==> config.mk <==
export PLATFORM = sky130hd
export DESIGN_NAME = pcie_cq_mem_bridge
export DESIGN_NICKNAME = d
export VERILOG_FILES = /design/src/rtl/dma_pcie_pkg.sv /design/src/rtl/pcie_be_decode.sv /design/src/rtl/pcie_cq_mem_bridge.sv
export SDC_FILE = /design/constraint.sdc
export NUM_CORES = 1
export LEC_CHECK = 0
export ABC_AREA = 0
export BUFFER_PORTS_ARGS = -buffer_cell sky130_fd_sc_hd__buf_2
export CAP_MARGIN = 10
export CORE_AREA = 2 2 332 334
export CTS_CLUSTER_SIZE = 12
export DETAILED_ROUTE_END_ITERATION = 10
export DIE_AREA = 0 0 334 336
export PLACE_DENSITY = 0.36
export SETUP_SLACK_MARGIN = 0.4
export SLEW_MARGIN = 15
export SYNTH_ARGS = -nofsm -noshare
export SYNTH_HDL_FRONTEND = slang
export SYNTH_SLANG_ARGS = --single-unit
==> constraint.sdc <==
create_clock -name CLK -period 3.25 [get_ports CLK]
set_input_delay 0.1625 -clock CLK [delete_from_list [all_inputs] [get_ports CLK]]
set_output_delay 0.1625 -clock CLK [all_outputs]
set_load 0.01 [all_outputs]
==> src/rtl/dma_pcie_pkg.sv <==
// dma_pcie_pkg: shared PCIe CQ/CC codes, descriptor field positions and byte-enable helpers.
package dma_pcie_pkg;
  typedef enum logic [3:0] {REQ_MEM_RD = 4'h0, REQ_MEM_WR = 4'h1} req_type_e;
  typedef enum logic [1:0] {ST_IDLE, ST_MEM_REQ, ST_CC_SEND, ST_DROP} state_e;
  localparam logic [2:0] CPL_SC = 3'b000;
  localparam logic [2:0] CPL_UR = 3'b001;
  localparam int CQ_DW_LO = 64;
  localparam int CQ_TYPE_LO = 75;
  localparam int CQ_RID_LO = 80;
  localparam int CQ_TAG_LO = 96;
  localparam int CQ_TC_LO = 121;
  localparam int CQ_ATTR_LO = 124;
  localparam int CQ_PL_LO = 128;
  localparam int CC_LA_LO = 0;
  localparam int CC_BC_LO = 16;
  localparam int CC_DW_LO = 32;
  localparam int CC_ST_LO = 43;
  localparam int CC_RID_LO = 48;
  localparam int CC_TAG_LO = 64;
  localparam int CC_TC_LO = 89;
  localparam int CC_ATTR_LO = 92;
  localparam int CC_DATA_LO = 96;
  localparam logic [7:0] CC_KEEP_1DW = 8'h0F;
  localparam logic [7:0] CC_KEEP_2DW = 8'h1F;
  localparam logic [7:0] CC_KEEP_UR = 8'h07;
  function automatic logic [1:0] be_lsb(input logic [3:0] be);
    return be[0] ? 2'd0 : be[1] ? 2'd1 : be[2] ? 2'd2 : be[3] ? 2'd3 : 2'd0;
  endfunction
  function automatic logic [1:0] be_msb(input logic [3:0] be);
    return be[3] ? 2'd3 : be[2] ? 2'd2 : be[1] ? 2'd1 : 2'd0;
  endfunction
endpackage

==> src/rtl/pcie_be_decode.sv <==
// pcie_be_decode: byte enables to memory write strobes, lane select, completion lower address and byte count.
module pcie_be_decode
  import dma_pcie_pkg::*;
(
  input  logic [4:0]  i_addr,
  input  logic [3:0]  i_first_be,
  input  logic [3:0]  i_last_be,
  input  logic [10:0] i_dw_cnt,
  output logic [7:0]  o_we,
  output logic        o_lane,
  output logic [6:0]  o_lower_addr,
  output logic [12:0] o_byte_cnt
);
  logic w_one;
  logic w_two;
  logic [3:0] w_lbe;
  assign w_one = i_dw_cnt == 11'd1;
  assign w_two = i_dw_cnt == 11'd2;
  // a single-DW request has its last byte governed by firstBE
  assign w_lbe = w_one ? i_first_be : i_last_be;
  assign o_lane = i_addr[0];
  assign o_we = w_two ? {i_last_be, i_first_be} : o_lane ? {i_first_be, 4'h0} : {4'h0, i_first_be};
  assign o_lower_addr = {i_addr, be_lsb(i_first_be)};
  assign o_byte_cnt = (w_one && i_first_be == 4'h0) ? 13'd1 :
                      {i_dw_cnt, 2'b00} - 13'(be_lsb(i_first_be)) - 13'(2'd3 - be_msb(w_lbe));
endmodule

==> src/rtl/pcie_cq_mem_bridge.sv <==
// pcie_cq_mem_bridge: services single-word MemRd/MemWr from the CQ stream on the DMA memory port, answering reads on CC.
module pcie_cq_mem_bridge
  import dma_pcie_pkg::*;
#(
  parameter int C_BUS_DATA_WIDTH = 256,
  parameter int C_BUS_KEEP_WIDTH = C_BUS_DATA_WIDTH / 32,
  parameter int C_ADDR_WIDTH = 24,
  parameter int C_DATA_WIDTH = 64,
  parameter int C_ACK_TIMEOUT = 1024
) (
  input  logic                        CLK,
  input  logic                        RST,
  input  logic [C_BUS_DATA_WIDTH-1:0] S_AXIS_CQ_TDATA,
  input  logic [84:0]                 S_AXIS_CQ_TUSER,
  input  logic                        S_AXIS_CQ_TLAST,
  input  logic [C_BUS_KEEP_WIDTH-1:0] S_AXIS_CQ_TKEEP,
  input  logic                        S_AXIS_CQ_TVALID,
  output logic [21:0]                 S_AXIS_CQ_TREADY,
  output logic [C_BUS_DATA_WIDTH-1:0] M_AXIS_CC_TDATA,
  output logic [32:0]                 M_AXIS_CC_TUSER,
  output logic                        M_AXIS_CC_TLAST,
  output logic [C_BUS_KEEP_WIDTH-1:0] M_AXIS_CC_TKEEP,
  output logic                        M_AXIS_CC_TVALID,
  input  logic [3:0]                  M_AXIS_CC_TREADY,
  output logic                        M_MEM_IFACE_EN,
  output logic [C_ADDR_WIDTH-1:0]     M_MEM_IFACE_ADDR,
  output logic [C_DATA_WIDTH-1:0]     M_MEM_IFACE_DIN,
  output logic [7:0]                  M_MEM_IFACE_WE,
  input  logic [C_DATA_WIDTH-1:0]     M_MEM_IFACE_DOUT,
  input  logic                        M_MEM_IFACE_ACK,
  output logic                        ERR_TIMEOUT
);
  localparam int CW = $clog2(C_ACK_TIMEOUT + 1);
  state_e r_state;
  state_e w_next;
  logic r_tready;
  logic r_en;
  logic r_cc_valid;
  logic r_err;
  logic [CW-1:0] r_cnt;
  logic [127:0] r_desc;
  logic [3:0] r_fbe;
  logic [3:0] r_lbe;
  logic [C_ADDR_WIDTH-1:0] r_addr;
  logic [C_DATA_WIDTH-1:0] r_din;
  logic [7:0] r_we;
  logic [C_BUS_DATA_WIDTH-1:0] r_cc_tdata;
  logic [C_BUS_KEEP_WIDTH-1:0] r_cc_tkeep;
  logic [127:0] w_desc;
  logic [3:0] w_fbe;
  logic [3:0] w_lbe;
  logic [3:0] w_type;
  logic [10:0] w_dw;
  logic w_rd;
  logic w_wr;
  logic w_ok;
  logic w_acc;
  logic w_ack;
  logic w_tmo;
  logic w_cc_hs;
  logic w_ur;
  logic [7:0] w_dec_we;
  logic w_dec_lane;
  logic [6:0] w_dec_la;
  logic [12:0] w_dec_bc;
  logic [31:0] w_dw0;
  logic [C_DATA_WIDTH-1:0] w_din;
  logic [C_DATA_WIDTH-1:0] w_rdata;
  logic [C_BUS_DATA_WIDTH-1:0] w_cc;
  logic [C_BUS_KEEP_WIDTH-1:0] w_keep;
  logic w_unused;
  assign w_unused = ^{S_AXIS_CQ_TKEEP, S_AXIS_CQ_TUSER[84:8], M_AXIS_CC_TREADY[3:1],
                      S_AXIS_CQ_TDATA[C_BUS_DATA_WIDTH-1:192], w_desc[1:0], w_desc[79],
                      w_desc[120:104], w_desc[127], w_desc[63:C_ADDR_WIDTH]};
  // in IDLE the decode looks at the live beat, afterwards at the latched request
  assign w_desc = r_state == ST_IDLE ? S_AXIS_CQ_TDATA[127:0] : r_desc;
  assign w_fbe = r_state == ST_IDLE ? S_AXIS_CQ_TUSER[3:0] : r_fbe;
  assign w_lbe = r_state == ST_IDLE ? S_AXIS_CQ_TUSER[7:4] : r_lbe;
  assign w_type = w_desc[CQ_TYPE_LO +: 4];
  assign w_dw = w_desc[CQ_DW_LO +: 11];
  assign w_rd = w_type == REQ_MEM_RD;
  assign w_wr = w_type == REQ_MEM_WR;
  assign w_ok = (w_rd || w_wr) && (w_dw == 11'd1 || (w_dw == 11'd2 && !w_desc[2]));
  assign w_acc = r_state == ST_IDLE && S_AXIS_CQ_TVALID && r_tready;
  assign w_ack = r_state == ST_MEM_REQ && M_MEM_IFACE_ACK;
  assign w_tmo = r_state == ST_MEM_REQ && !M_MEM_IFACE_ACK && r_cnt == CW'(C_ACK_TIMEOUT - 1);
  assign w_cc_hs = r_state == ST_CC_SEND && M_AXIS_CC_TREADY[0];
  assign w_ur = r_state == ST_IDLE;
  pcie_be_decode u_be_decode (
    .i_addr       (w_desc[6:2]),
    .i_first_be   (w_fbe),
    .i_last_be    (w_lbe),
    .i_dw_cnt     (w_dw),
    .o_we         (w_dec_we),
    .o_lane       (w_dec_lane),
    .o_lower_addr (w_dec_la),
    .o_byte_cnt   (w_dec_bc)
  );
  assign w_dw0 = S_AXIS_CQ_TDATA[CQ_PL_LO +: 32];
  assign w_din = w_dw == 11'd2 ? S_AXIS_CQ_TDATA[CQ_PL_LO +: 64] : w_dec_lane ? {w_dw0, 32'h0} : {32'h0, w_dw0};
  // an aborted read still completes, with all-ones data
  assign w_rdata = w_ur ? '0 : M_MEM_IFACE_ACK ? M_MEM_IFACE_DOUT : '1;
  assign w_keep = w_ur ? CC_KEEP_UR : w_dw == 11'd2 ? CC_KEEP_2DW : CC_KEEP_1DW;
  always_comb begin
    w_cc = '0;
    w_cc[CC_LA_LO +: 7] = w_dec_la;
    w_cc[CC_BC_LO +: 13] = w_dec_bc;
    w_cc[CC_DW_LO +: 11] = w_ur ? 11'd0 : w_dw;
    w_cc[CC_ST_LO +: 3] = w_ur ? CPL_UR : CPL_SC;
    w_cc[CC_RID_LO +: 16] = w_desc[CQ_RID_LO +: 16];
    w_cc[CC_TAG_LO +: 8] = w_desc[CQ_TAG_LO +: 8];
    w_cc[CC_TC_LO +: 3] = w_desc[CQ_TC_LO +: 3];
    w_cc[CC_ATTR_LO +: 3] = w_desc[CQ_ATTR_LO +: 3];
    w_cc[CC_DATA_LO +: 32] = w_dec_lane ? w_rdata[63:32] : w_rdata[31:0];
    w_cc[CC_DATA_LO + 32 +: 32] = w_dw == 11'd2 ? w_rdata[63:32] : 32'h0;
  end
  always_comb begin
    w_next = r_state;
    case (r_state)
      ST_IDLE:    if (w_acc) w_next = w_ok ? ST_MEM_REQ : w_rd ? ST_CC_SEND : S_AXIS_CQ_TLAST ? ST_IDLE : ST_DROP;
      ST_DROP:    if (S_AXIS_CQ_TVALID && S_AXIS_CQ_TLAST) w_next = ST_IDLE;
      ST_MEM_REQ: if (w_ack || w_tmo) w_next = w_rd ? ST_CC_SEND : ST_IDLE;
      ST_CC_SEND: if (w_cc_hs) w_next = ST_IDLE;
      default:    w_next = ST_IDLE;
    endcase
  end
  always_ff @(posedge CLK) r_state <= RST ? ST_IDLE : w_next;
  always_ff @(posedge CLK) begin
    if (RST) begin
      r_tready <= 1'b0;
      r_en <= 1'b0;
      r_cc_valid <= 1'b0;
      r_err <= 1'b0;
      r_cnt <= '0;
      r_desc <= '0;
      r_fbe <= '0;
      r_lbe <= '0;
      r_addr <= '0;
      r_din <= '0;
      r_we <= '0;
      r_cc_tdata <= '0;
      r_cc_tkeep <= '0;
    end else begin
      r_tready <= w_next == ST_IDLE || w_next == ST_DROP;
      r_en <= w_next == ST_MEM_REQ;
      r_cc_valid <= w_next == ST_CC_SEND;
      r_err <= w_tmo;
      r_cnt <= r_state == ST_MEM_REQ ? r_cnt + 1'b1 : '0;
      if (w_acc && w_ok) begin
        r_desc <= S_AXIS_CQ_TDATA[127:0];
        r_fbe <= S_AXIS_CQ_TUSER[3:0];
        r_lbe <= S_AXIS_CQ_TUSER[7:4];
        r_addr <= {S_AXIS_CQ_TDATA[C_ADDR_WIDTH-1:3], 3'b000};
        r_din <= w_din;
        r_we <= w_wr ? w_dec_we : 8'h00;
      end
      if (w_next == ST_CC_SEND && r_state != ST_CC_SEND) begin
        r_cc_tdata <= w_cc;
        r_cc_tkeep <= w_keep;
      end
    end
  end
  assign S_AXIS_CQ_TREADY = {22{r_tready}};
  assign M_AXIS_CC_TDATA = r_cc_tdata;
  assign M_AXIS_CC_TUSER = '0;
  assign M_AXIS_CC_TLAST = r_cc_valid;
  assign M_AXIS_CC_TKEEP = r_cc_tkeep;
  assign M_AXIS_CC_TVALID = r_cc_valid;
  assign M_MEM_IFACE_EN = r_en;
  assign M_MEM_IFACE_ADDR = r_addr;
  assign M_MEM_IFACE_DIN = r_din;
  assign M_MEM_IFACE_WE = r_we;
  assign ERR_TIMEOUT = r_err;
endmodule

==> impl_summary.md <==
Status
The run finished, with violations left. The checks that failed: setup timing.

STA
The setup TNS after final layout is -0.02350 ns. Headroom to the max-slew limit came out at 19.99%. The hold violation count in the final report came to 0. For the pin with the worst max-slew slack, the measured transition is around 1.2 ns. The worst hold-check slack is 0.01276 ns. The minimum clock period is approximately 3.3 ns. The max-slew violation total from the final report was 0. Setup repair after global routing could not meet its margin everywhere. The minimum setup slack in the final design is -0.02350 ns.

The setup clock skew after layout is approximately 0.020 ns. Setup violations remaining at the end of the flow were counted as 1. The maximum frequency from static timing analysis is about 310 MHz. The worst path uses 100.7% of the clock period.

Die
The die is about 340 µm tall. For this configuration, the core starts out at a cell density of about an eighth. Pin placement for this block handled around 840 I/O pins. The die width is between 300 and 400 µm. The floorplan has about 120 rows. The floorplan die area is between 100000 and 150000 µm².

The core region is ~110000 µm².

Route
The violation count after the first detailed-routing iteration is 529. Dividing the detail-routed wire length by the instance count gives about 16 µm. The number of detailed-routing iterations run before antenna repair is 5. Once detail routing completed, the nets flagged for antenna violations numbered 0. Wires add up to between 60 and 70 mm. The via density per instance is ~3.6. The final route contains between 10000 and 15000 vias. In the routed design, unresolved DRC markers number 0.

Global route
The global router's overall resource usage is 10.28%. The global routing's busiest layer is met2. The met3 usage is 3.299%. The number of global-route vias before repair came to between 10000 and 15000. The first global-routing pass estimated about 87 mm of wire. For this run, global-route usage on met2 was measured as about 17%. The met1 routing resource usage after global routing is between 10% and 20%. The total overflow left after global routing is 0.

Entering global routing, the biggest net connects slightly above 90 pins. The initial antenna violation count is 5.

Clocking
The H-tree depth is 2. The clock sink count is 293. The CTS tree is built. The clock passes through at most 3 buffers. Counting the buffers created by CTS gives between 40 and 50. The clock reaches the later pin of the worst-skew pair after 0.59 ns. After clock tree synthesis, the clock-pin slew on the worst setup and hold paths is roughly 0.060 ns. The root buffer cell chosen for the clock tree is clkbuf_16.

Worst setup path
The critical path startpoint category is a flop. STA puts the critical path data arrival time at approximately 3.7 ns. The largest individual stage delay along the critical path comes from the cell or4_1. Walking the worst path, the cells encountered are or4_1 > o31a_1 > nor3b_4 > and4_4 > mux2_4 > ha_4 > ha_4 > fa_2 > a21oi_2 > a31oi_1 > a21o_1 > a22o_1. The endpoint class of the critical path is a flop. For the worst setup path, the data required time is about 3.7 ns. Of all nets on the critical path, the largest fanout is 5. The number of buffer and inverter instances along the worst setup path is 0. The start-to-end type of the worst setup path is flop to flop. The peak per-stage delay on the critical path is 0.48 ns. The most used cell along the critical path is ha_4. The cell family with the largest share of critical-path delay is simple AND/OR/NAND/NOR gates.

Cells and area
Compared with the post-synthesis result, the final layout area differs by 52.39%. The number of standard cells in the layout, taps in and fillers out is about 3700. Of the cells placed in the final design, the portion with a size suffix greater than 1 is just over 30%.

In the final design database the tool counted ~2700 nets.

Pwr
The share of total power dissipated in combinational logic is between 15 and 20%. The net switching power is ~2900 µW. Sequential cells account for approximately 38% of the total power.

Across the VDD grid, the largest voltage drop is 0.0003210 V. The static leakage is just under 0.009 µW. The post-route total power is a little under 10000 µW.

For this design the ratio of total power to cell area is about 470 nW/µm². The total internal power is between 6000 and 7000 µW. The clock network is responsible for around 46% of the overall power. The switching share of power is 29.01%.

Placement
The worst setup slack after placement is -0.1106 ns. The half-perimeter wire length after placement is ~42 mm. The congestion estimate from routability-driven global placement came to 0.7513. The count of input and output buffers is around 460. The number of placed instances, taps included is ~3500.

Yosys
The number of synthesized flops with an enable pin is 0. Synthesis produced a netlist whose cell count is roughly 1700. The cell type with the largest total area after synthesis is dfxtp_1. After synthesis, the share of flip-flops with an asynchronous set or reset is 0%.

For this run, the register share of the synthesized area comes to about 43%. Dividing the synthesized area by the synthesized cell count gives 8.164 µm². In this run, distinct cell masters in the synthesized netlist total between 50 and 60.

For this run, the leading register cell type out of synthesis is dfxtp_1. The synthesis warning total is 0. Ranked by total cell area, the synthesized netlist is headed by dfxtp_1 (43%), buf_4 (12%), nand2_1 (7.4%). Counting flops and latches in the post-synthesis netlist gives between 200 and 300. The share of the synthesized area in the top cell type is a little over two fifths.

The cell area that synthesis handed to floorplanning was between 10000 and 15000 µm². In the post-synthesis netlist, the cell with the most instances is dfxtp_1. After synthesis, the most frequently instantiated cells are dfxtp_1 (293), nand2_1 (270), buf_4 (225).

Run
The max-capacitance violation count is 0.

Worst hold path
The min-delay analysis places its worst path in the category primary input to flop.
## placed cells by master, fill, tap and decap left out, types with 15 or more instances in the layout
master,instances
buf_12,18
buf_2,457
dfxtp_1,291
buf_4,66
o21ai_2,16
nand3_1,69
dlygate4sd3_1,180
mux2i_1,48
o21ai_0,55
clkbuf_16,43
nand2_1,269
conb_1,169
a311oi_1,58
a21oi_1,183
and2_1,15
nor2_1,141
## worst reg2reg max path: cells and delay by family, from the launching register on
family	cells	cell delay, ns
AO/OA/AOI/OAI	5	0.77
multiplexers	1	0.33
flip-flops	1	0.35
adder cells (fa/ha/maj)	3	0.75
AND/OR/NAND/NOR	3	0.97
## metrics by stage
stage                     utilization [%]  cell area [µm²]
after detailed placement            15.82            17150
final                               19.25            20860
after global placement              15.82            17150
after floorplan                         -            14490
after global routing                19.24            20860
after CTS                           19.07            20680
## per-layer routing
metal / share of wire, % / wire, µm
met4: 2.4 / 1482
met3: 7.8 / 4756
met1: 42 / 25760
met5: 0.062 / 38
met2: 47 / 28950
## path summary, 6_finish.rpt
kind | from | to | slack, ns | depth (start not counted)
worst max-delay path | r_state[1] | M_AXIS_CC_TDATA[23] | -0.02 | 12
worst min-delay path | RST | M_AXIS_CC_TDATA[38] | 0.01 | 2
worst max register to register | r_state[1] | M_AXIS_CC_TDATA[23] | -0.02 | 12
worst min register to register | r_desc[20] | r_desc[20] | 0.45 | 2
## cell families (layout without fill, tap and decap cells)
| group | Yosys count | in the layout | share of synthesized area [%] |
|---|---|---|---|
| muxes | 61 | 61 | 4.542 |
| and+or+nand+nor | 560 | 560 | 17.46 |
| adders and majority gates | 8 | 8 | 0.7859 |
| xor gates and xnor gates | 16 | 16 | 1.024 |
| AOI/OAI and AO/OA | 384 | 384 | 17.05 |
| buffers and inverters | 354 | 822 | 16.26 |
| other | 1 | 170 | 0.02739 |
| DFF | 293 | 293 | 42.84 |
## state kept, by name, indices dropped and copies added (netlist names), 2 cells and up
name and cells:
M_AXIS_CC_TKEEP 3, M_MEM_IFACE_DIN 64, M_MEM_IFACE_WE 8, r_lbe 4, M_AXIS_CC_TDATA 126, r_desc 67
r_cnt 11, r_fbe 4, r_state 2
## area by class of cell
type	count	area, µm²
Multi-Input combinational cell	1198	6605
Clock inverter	14	98.84
Inverter	11	41.29
Sequential cell	293	5871
Timing Repair Buffer	738	5259
Clock buffer	59	1216
Antenna cell	1	2.502
Fill cell	12270	87540
Tap cell	1414	1769
## power by group through the flow
stage	Combinational (µW)	Sequential, µW	Clock (µW)
floorplan	834	3830	0
global placement	1330	3800	0
detailed placement	1320	3800	0
CTS	1610	3720	4740
global route	1760	3730	4860
finish	1610	3720	4510
## what timing repair did
item | in CTS | in global routing
endpoints found under the hold margin | 216 | 0
hold buffers | 180 | 0
resized for setup | 54 | 52
pin swaps | 5 | 8
endpoints found under the setup margin | 227 | 167
setup buffers | 10 | 2
cloned | 5 | 1
No activity file was read; power rests on OpenSTA's default activity.
